[src/rtl/ltc2308_scan_sampler.sv]
// ltc2308_scan_sampler
//   Round-robin scan front end for the LTC2308 8-channel 12-bit SPI ADC.
//   Every PERIOD clocks it starts a conversion, shifts the 6-bit config
//   for the current channel out on SDI while reading the 12-bit result
//   back on SDO, and packs the result into a 32-bit status/sample word.
//
// Ports
//   clk           system clock
//   reset         asynchronous, active-high reset
//   enable        scan enable (synchronous level)
//   adc_convst    ADC conversion start
//   adc_sck       SPI clock, idles low
//   adc_sdi       config word to the ADC, MSB first
//   adc_sdo       result from the ADC, MSB first
//   data_out      {toggle, overrun, ch[2:0], seq[14:0], code[11:0]}
//   sample_valid  one-cycle pulse when data_out updates
//   busy          high whenever the FSM is not IDLE
module ltc2308_scan_sampler #(
   parameter int CLK_DIV     = 2,
   parameter int CONV_CYCLES = 80,
   parameter int PERIOD      = 5000,
   parameter int NUM_CH      = 8
) (
   input  logic        clk,
   input  logic        reset,
   input  logic        enable,
   output logic        adc_convst,
   output logic        adc_sck,
   output logic        adc_sdi,
   input  logic        adc_sdo,
   output logic [31:0] data_out,
   output logic        sample_valid,
   output logic        busy
);

   localparam int PCW = $clog2(PERIOD + 1);
   localparam int CW  = $clog2(CONV_CYCLES + CLK_DIV + 2);

   typedef enum logic [2:0] {
      S_IDLE, S_CONVST, S_CONV, S_SHIFT, S_LATCH
   } state_t;

   state_t          state, state_n;
   logic [PCW-1:0]  pcnt;
   logic            tick;
   logic            enable_d;
   logic            fall;

   logic [CW-1:0]   cnt, cnt_n;
   logic [3:0]      bit_cnt, bit_cnt_n;
   logic [5:0]      cfg, cfg_n;
   logic [11:0]     result, result_n;
   logic [2:0]      ch, ch_n;
   logic [2:0]      prev_ch, prev_ch_n;
   logic            first_flag, first_flag_n;
   logic            dummy_pend, dummy_pend_n;
   logic [14:0]     seq, seq_n;
   logic            overrun, overrun_n;
   logic [31:0]     data_out_n;
   logic            sample_valid_n;
   logic            convst_n, sck_n, sdi_n;

   // Sample-rate timebase. Held at 0 while disabled so the first enabled
   // cycle ticks immediately.
   always_ff @(posedge clk or posedge reset) begin
      if (reset) begin
         pcnt     <= '0;
         enable_d <= 1'b0;
      end else begin
         enable_d <= enable;
         if (!enable)
            pcnt <= '0;
         else if (pcnt == '0)
            pcnt <= PCW'(PERIOD - 1);
         else
            pcnt <= pcnt - 1'b1;
      end
   end

   assign tick = enable && (pcnt == '0);
   assign fall = enable_d && !enable;
   assign busy = (state != S_IDLE);

   always_ff @(posedge clk or posedge reset) begin
      if (reset) begin
         state        <= S_IDLE;
         cnt          <= '0;
         bit_cnt      <= '0;
         cfg          <= '0;
         result       <= '0;
         ch           <= '0;
         prev_ch      <= '0;
         first_flag   <= 1'b1;
         dummy_pend   <= 1'b0;
         seq          <= '0;
         overrun      <= 1'b0;
         data_out     <= '0;
         sample_valid <= 1'b0;
         adc_convst   <= 1'b0;
         adc_sck      <= 1'b0;
         adc_sdi      <= 1'b0;
      end else begin
         state        <= state_n;
         cnt          <= cnt_n;
         bit_cnt      <= bit_cnt_n;
         cfg          <= cfg_n;
         result       <= result_n;
         ch           <= ch_n;
         prev_ch      <= prev_ch_n;
         first_flag   <= first_flag_n;
         dummy_pend   <= dummy_pend_n;
         seq          <= seq_n;
         overrun      <= overrun_n;
         data_out     <= data_out_n;
         sample_valid <= sample_valid_n;
         adc_convst   <= convst_n;
         adc_sck      <= sck_n;
         adc_sdi      <= sdi_n;
      end
   end

   always_comb begin
      state_n        = state;
      cnt_n          = cnt;
      bit_cnt_n      = bit_cnt;
      cfg_n          = cfg;
      result_n       = result;
      ch_n           = ch;
      prev_ch_n      = prev_ch;
      first_flag_n   = first_flag;
      dummy_pend_n   = dummy_pend;
      seq_n          = seq;
      overrun_n      = overrun;
      data_out_n     = data_out;
      sample_valid_n = 1'b0;
      convst_n       = adc_convst;
      sck_n          = adc_sck;
      sdi_n          = adc_sdi;

      // tick and fall can never coincide (tick needs enable high)
      if (fall)
         overrun_n = 1'b0;
      else if (tick && state != S_IDLE)
         overrun_n = 1'b1;

      // A disable mid-frame must not kill that frame's publish, so the
      // dummy request is parked until LATCH has used the current flag.
      if (fall) begin
         if (state == S_IDLE) first_flag_n = 1'b1;
         else                 dummy_pend_n = 1'b1;
      end

      case (state)
         S_IDLE: begin
            if (tick) begin
               state_n  = S_CONVST;
               cnt_n    = '0;
               convst_n = 1'b1;
               // single-ended, unipolar, awake; channel bits are O/S,S1,S0
               cfg_n    = {1'b1, ch[0], ch[2], ch[1], 1'b1, 1'b0};
            end
         end
         S_CONVST: begin
            if (cnt == CW'(1)) begin
               state_n  = S_CONV;
               cnt_n    = '0;
               convst_n = 1'b0;
            end else begin
               cnt_n = cnt + 1'b1;
            end
         end
         S_CONV: begin
            if (cnt == CW'(CONV_CYCLES - 1)) begin
               state_n   = S_SHIFT;
               cnt_n     = '0;
               bit_cnt_n = '0;
               sdi_n     = cfg[5];
            end else begin
               cnt_n = cnt + 1'b1;
            end
         end
         S_SHIFT: begin
            if (cnt == CW'(CLK_DIV - 1)) begin
               cnt_n = '0;
               if (!adc_sck) begin
                  sck_n    = 1'b1;
                  result_n = {result[10:0], adc_sdo};
               end else begin
                  // cfg is consumed as a zero-filling shifter, so SDI
                  // drops to 0 once all six bits have gone out
                  sck_n = 1'b0;
                  sdi_n = cfg[4];
                  cfg_n = {cfg[4:0], 1'b0};
                  if (bit_cnt == 4'd11)
                     state_n = S_LATCH;
                  else
                     bit_cnt_n = bit_cnt + 1'b1;
               end
            end else begin
               cnt_n = cnt + 1'b1;
            end
         end
         S_LATCH: begin
            state_n = S_IDLE;
            // the ADC pipelines its config: this result is prev_ch's
            if (!first_flag) begin
               data_out_n     = {~data_out[31], overrun, prev_ch, seq, result};
               sample_valid_n = 1'b1;
               seq_n          = seq + 1'b1;
            end
            first_flag_n = dummy_pend || fall;
            dummy_pend_n = 1'b0;
            prev_ch_n    = ch;
            ch_n         = (ch == 3'(NUM_CH - 1)) ? 3'd0 : ch + 3'd1;
         end
         default: state_n = S_IDLE;
      endcase
   end

endmodule

[config.mk]
export PLATFORM = sky130hd
export DESIGN_NAME = ltc2308_scan_sampler
export DESIGN_NICKNAME = d
export VERILOG_FILES = /design/src/rtl/ltc2308_scan_sampler.sv
export SDC_FILE = /design/constraint.sdc
export NUM_CORES = 1
export LEC_CHECK = 0
export ABC_AREA = 0
export CAP_MARGIN = 20
export CORE_ASPECT_RATIO = 1.5
export CORE_MARGIN = 2
export CORE_UTILIZATION = 45
export DETAILED_ROUTE_END_ITERATION = 7
export PLACE_DENSITY_LB_ADDON = 0.1
export SLEW_MARGIN = 5
export SYNTH_ARGS = -nofsm -noshare
export SYNTH_HDL_FRONTEND = slang
export SYNTH_SLANG_ARGS = --single-unit
[constraint.sdc]
create_clock -name clk -period 4.3 [get_ports clk]
set_input_delay 0.86 -clock clk [delete_from_list [all_inputs] [get_ports clk]]
set_output_delay 0.86 -clock clk [all_outputs]
set_load 0.1 [all_outputs]
==> out/metrics.csv <==
stage;metric;value;unit
global_routing;gr-total-overflow;0;
clocking;numCtsBuffers;9;
logic_synthesis;synth_ff_type;dfrtp_1;
route;remaining_drc_errors;0;
route;drt_iter0_drc;132;
logic_synthesis;synth_most_common_cell;nand2_1;
timing;fmax;0.295;GHz
global_routing;grt_pass1_wl;14.8;mm
clocking;root_buffer;clkbuf_16;
power_and_ir_drop;ir_drop;0.433;mV
logic_synthesis;ys_types;58;
critical_path;arrival;2530;ps
critical_path;cp_cell_sequence;or3_1 -> clkdlybuf4s50_1;
timing;setup_slack;909;ps
timing;finalHoldViolCount;0;
logic_synthesis;syn_inst;430;
floorplan;dieArea;0.0112;mm^2
logic_synthesis;synth_edf_count;0;
route;drtPass1Iterations;4;
timing;min_period;3390;ps
timing;tns;0;ps
clocking;tritoncts;built;
logic_synthesis;yosysSeqAreaShare;0.564;
hold_path;hp-class;register to register;
timing;tightest_slew;975;ps
floorplan;die_x;87.1;um
critical_path;slowest_stage;clkdlybuf4s50_1;
timing;drv_slew;0;
logic_synthesis;syn_area;0.00466;mm^2
logic_synthesis;synth_area_per_cell;10.8;um^2
route;drt.antenna.violating_nets;0;
route;wl_per_cell;14.3;um
critical_path;path_max_fanout;14;
critical_path;critPathCaptureType;output port;
cells_and_area;stdcell_count;594;
placed_design;gp_congestion;0.838;
logic_synthesis;synth_top_area_share;0.559;
timing;setup_violations;0;
power_and_ir_drop;powerDensity;545;mW/mm^2
floorplan;start_util;0.462;
critical_path;slowest_delay;1190;ps
global_routing;track_usage;0.169;
placed_design;port_buffers;40;
route;wl_met3;233;um
route;wl_met1;3.75;mm
cells_and_area;nets;484;
route;vias;3103;
clocking;clock_sinks;105;
floorplan;die_y;129;um
critical_path;cp.required;3440;ps
timing;fin_skew;7.93;ps
logic_synthesis;yosys_warnings;0;
route;viasPerCell;5.22;
cells_and_area;diodes;0;
global_routing;antenna_found_initial;0;
power_and_ir_drop;leakage;2.66;nW
floorplan;ios;41;
clocking;clock_latency;340;ps
timing;rsz0062_at_grt;no;
logic_synthesis;synthTopCellsByCount;nand2_1, dfrtp_1, nor2_1;
run_status;status;finished clean;
timing;period_share;0.789;
cells_and_area;synthToLayoutAreaGrowth;17.5;%
placed_design;pre_cts_slack;1270;ps
critical_path;crit_type;register to output port;
logic_synthesis;synth_area_leaders;dfrtp_1, nand2_1, mux2_2;
clocking;ctsHoldBuffers;0;
logic_synthesis;synth_nets;442;
floorplan;num_rows;45;
route;top_layer;met4;
global_routing;grt_max_degree;72;
route;routed-wl-met2;4.35;mm
logic_synthesis;async_flop_share;1.00;
cells_and_area;fillers;907;
logic_synthesis;yosysTopAreaCell;dfrtp_1;
clocking;post_cts_buffers;0;
global_routing;grt_pass1_vias;3174;
clocking;postCtsResizedCells;0;
timing;fin_hold_ws;469;ps
route;wirelength;8.48;mm
critical_path;crit_path_start_kind;register;
logic_synthesis;ys_ff_latch;105;
placed_design;dp_cells;578;
clocking;htreeDepth;3;
floorplan;design.core.area;0.0101;mm^2
cells_and_area;drive_above_1_share;0.128;
placed_design;hpwl;5.90;mm
clocking;path_clk_slew;70;ps
flow_run;maxCapViolations;0;
timing;relSlewSlack;0.348;
power_and_ir_drop;power.total;0.00299;W
clocking;clk_path_buf_depth;2;
[registers in the layout (all words and copies together), names as in the netlist, 3 cells and up]
| signal | count |
|---|---|
| cnt | 7 |
| state | 3 |
| ch | 3 |
| seq | 15 |
| prev_ch | 3 |
| pcnt | 13 |
| bit_cnt | 4 |
| cfg | 5 |
| result | 12 |
| data_out | 32 |
[critical path, delay by kind of cell (launching register included)]
family,cells,cell delay (ps)
buf+inv,1,1190
flops,1,650
simple gates,1,350
[power breakdown]
part           internal [W]  switching, W
Clock              0.000454      0.000360
Sequential          0.00113      0.000167
Combinational      0.000390      0.000484
[cell type report]
class                   instances  area (um^2)  share of cell area
clock buffers                  10          229              0.0418
clock inverters                 6         67.6              0.0123
inverters                       9         36.3             0.00663
multi-input cells             304         1930               0.353
flip-flops and latches        105         2630               0.480
well taps                     117          146              0.0267
repair buffers                 43          435              0.0795
[per-layer routing]
layer  GRT usage  vias up
met4      0.0800        0
li1            -     1535
met5           0        -
met2       0.279       53
met1       0.211     1507
met3      0.0314        8
[cells by family (layout without fill, tap and decap cells)]
group           Yosys count  in the layout  share of synthesized area
fa+ha+maj                 8              8                     0.0215
simple gates            195            195                      0.207
mux                      26             26                     0.0655
xor+xnor                 24             24                     0.0451
buf+inv                  21             68                     0.0212
flops                   105            105                      0.564
compound gates           51             51                     0.0755
[worst paths after layout]
check / start / end / slack, ps / cells after the start
max: state[0] / busy / 910 / 2
min: data_out[31] / data_out[31] / 470 / 1
max reg2reg: state[0] / seq[13] / 1810 / 8
min reg2reg: data_out[31] / data_out[31] / 470 / 1
max in group asynchronous: reset / result[9] / 2550 / 3
min in group asynchronous: reset / pcnt[2] / 1060 / 2
[metrics by stage]
step,area (um^2),utilization
global route,5480,0.543
floorplan,4660,-
finish,5480,0.543
global placement,5180,0.514
CTS,5480,0.543
detailed placement,5180,0.514
[cell usage in the layout, fill, tap and decap left out, drive strengths merged, types with 2 or more instances in the layout]
master and instances:
a21o 2, a21oi 14, a22o 4, a311oi 2
and2 2, and3 7, buf 3, clkbuf 10
clkdlybuf4s50 40, clkinv 2, clkinvlp 2, dfrtp 104
ha 8, inv 10, mux2 24, mux2i 2
nand2 121, nand3 7, nand3b 3, nand4 5
nor2 24, nor2b 5, nor3 2, nor4 4
nor4b 2, o21ai 15, o22ai 2, o31ai 2
o32a 2, or2 3, or3 2, or4 2
xnor2 16, xor2 8
Note: power is estimated with default switching activity, not from simulation.
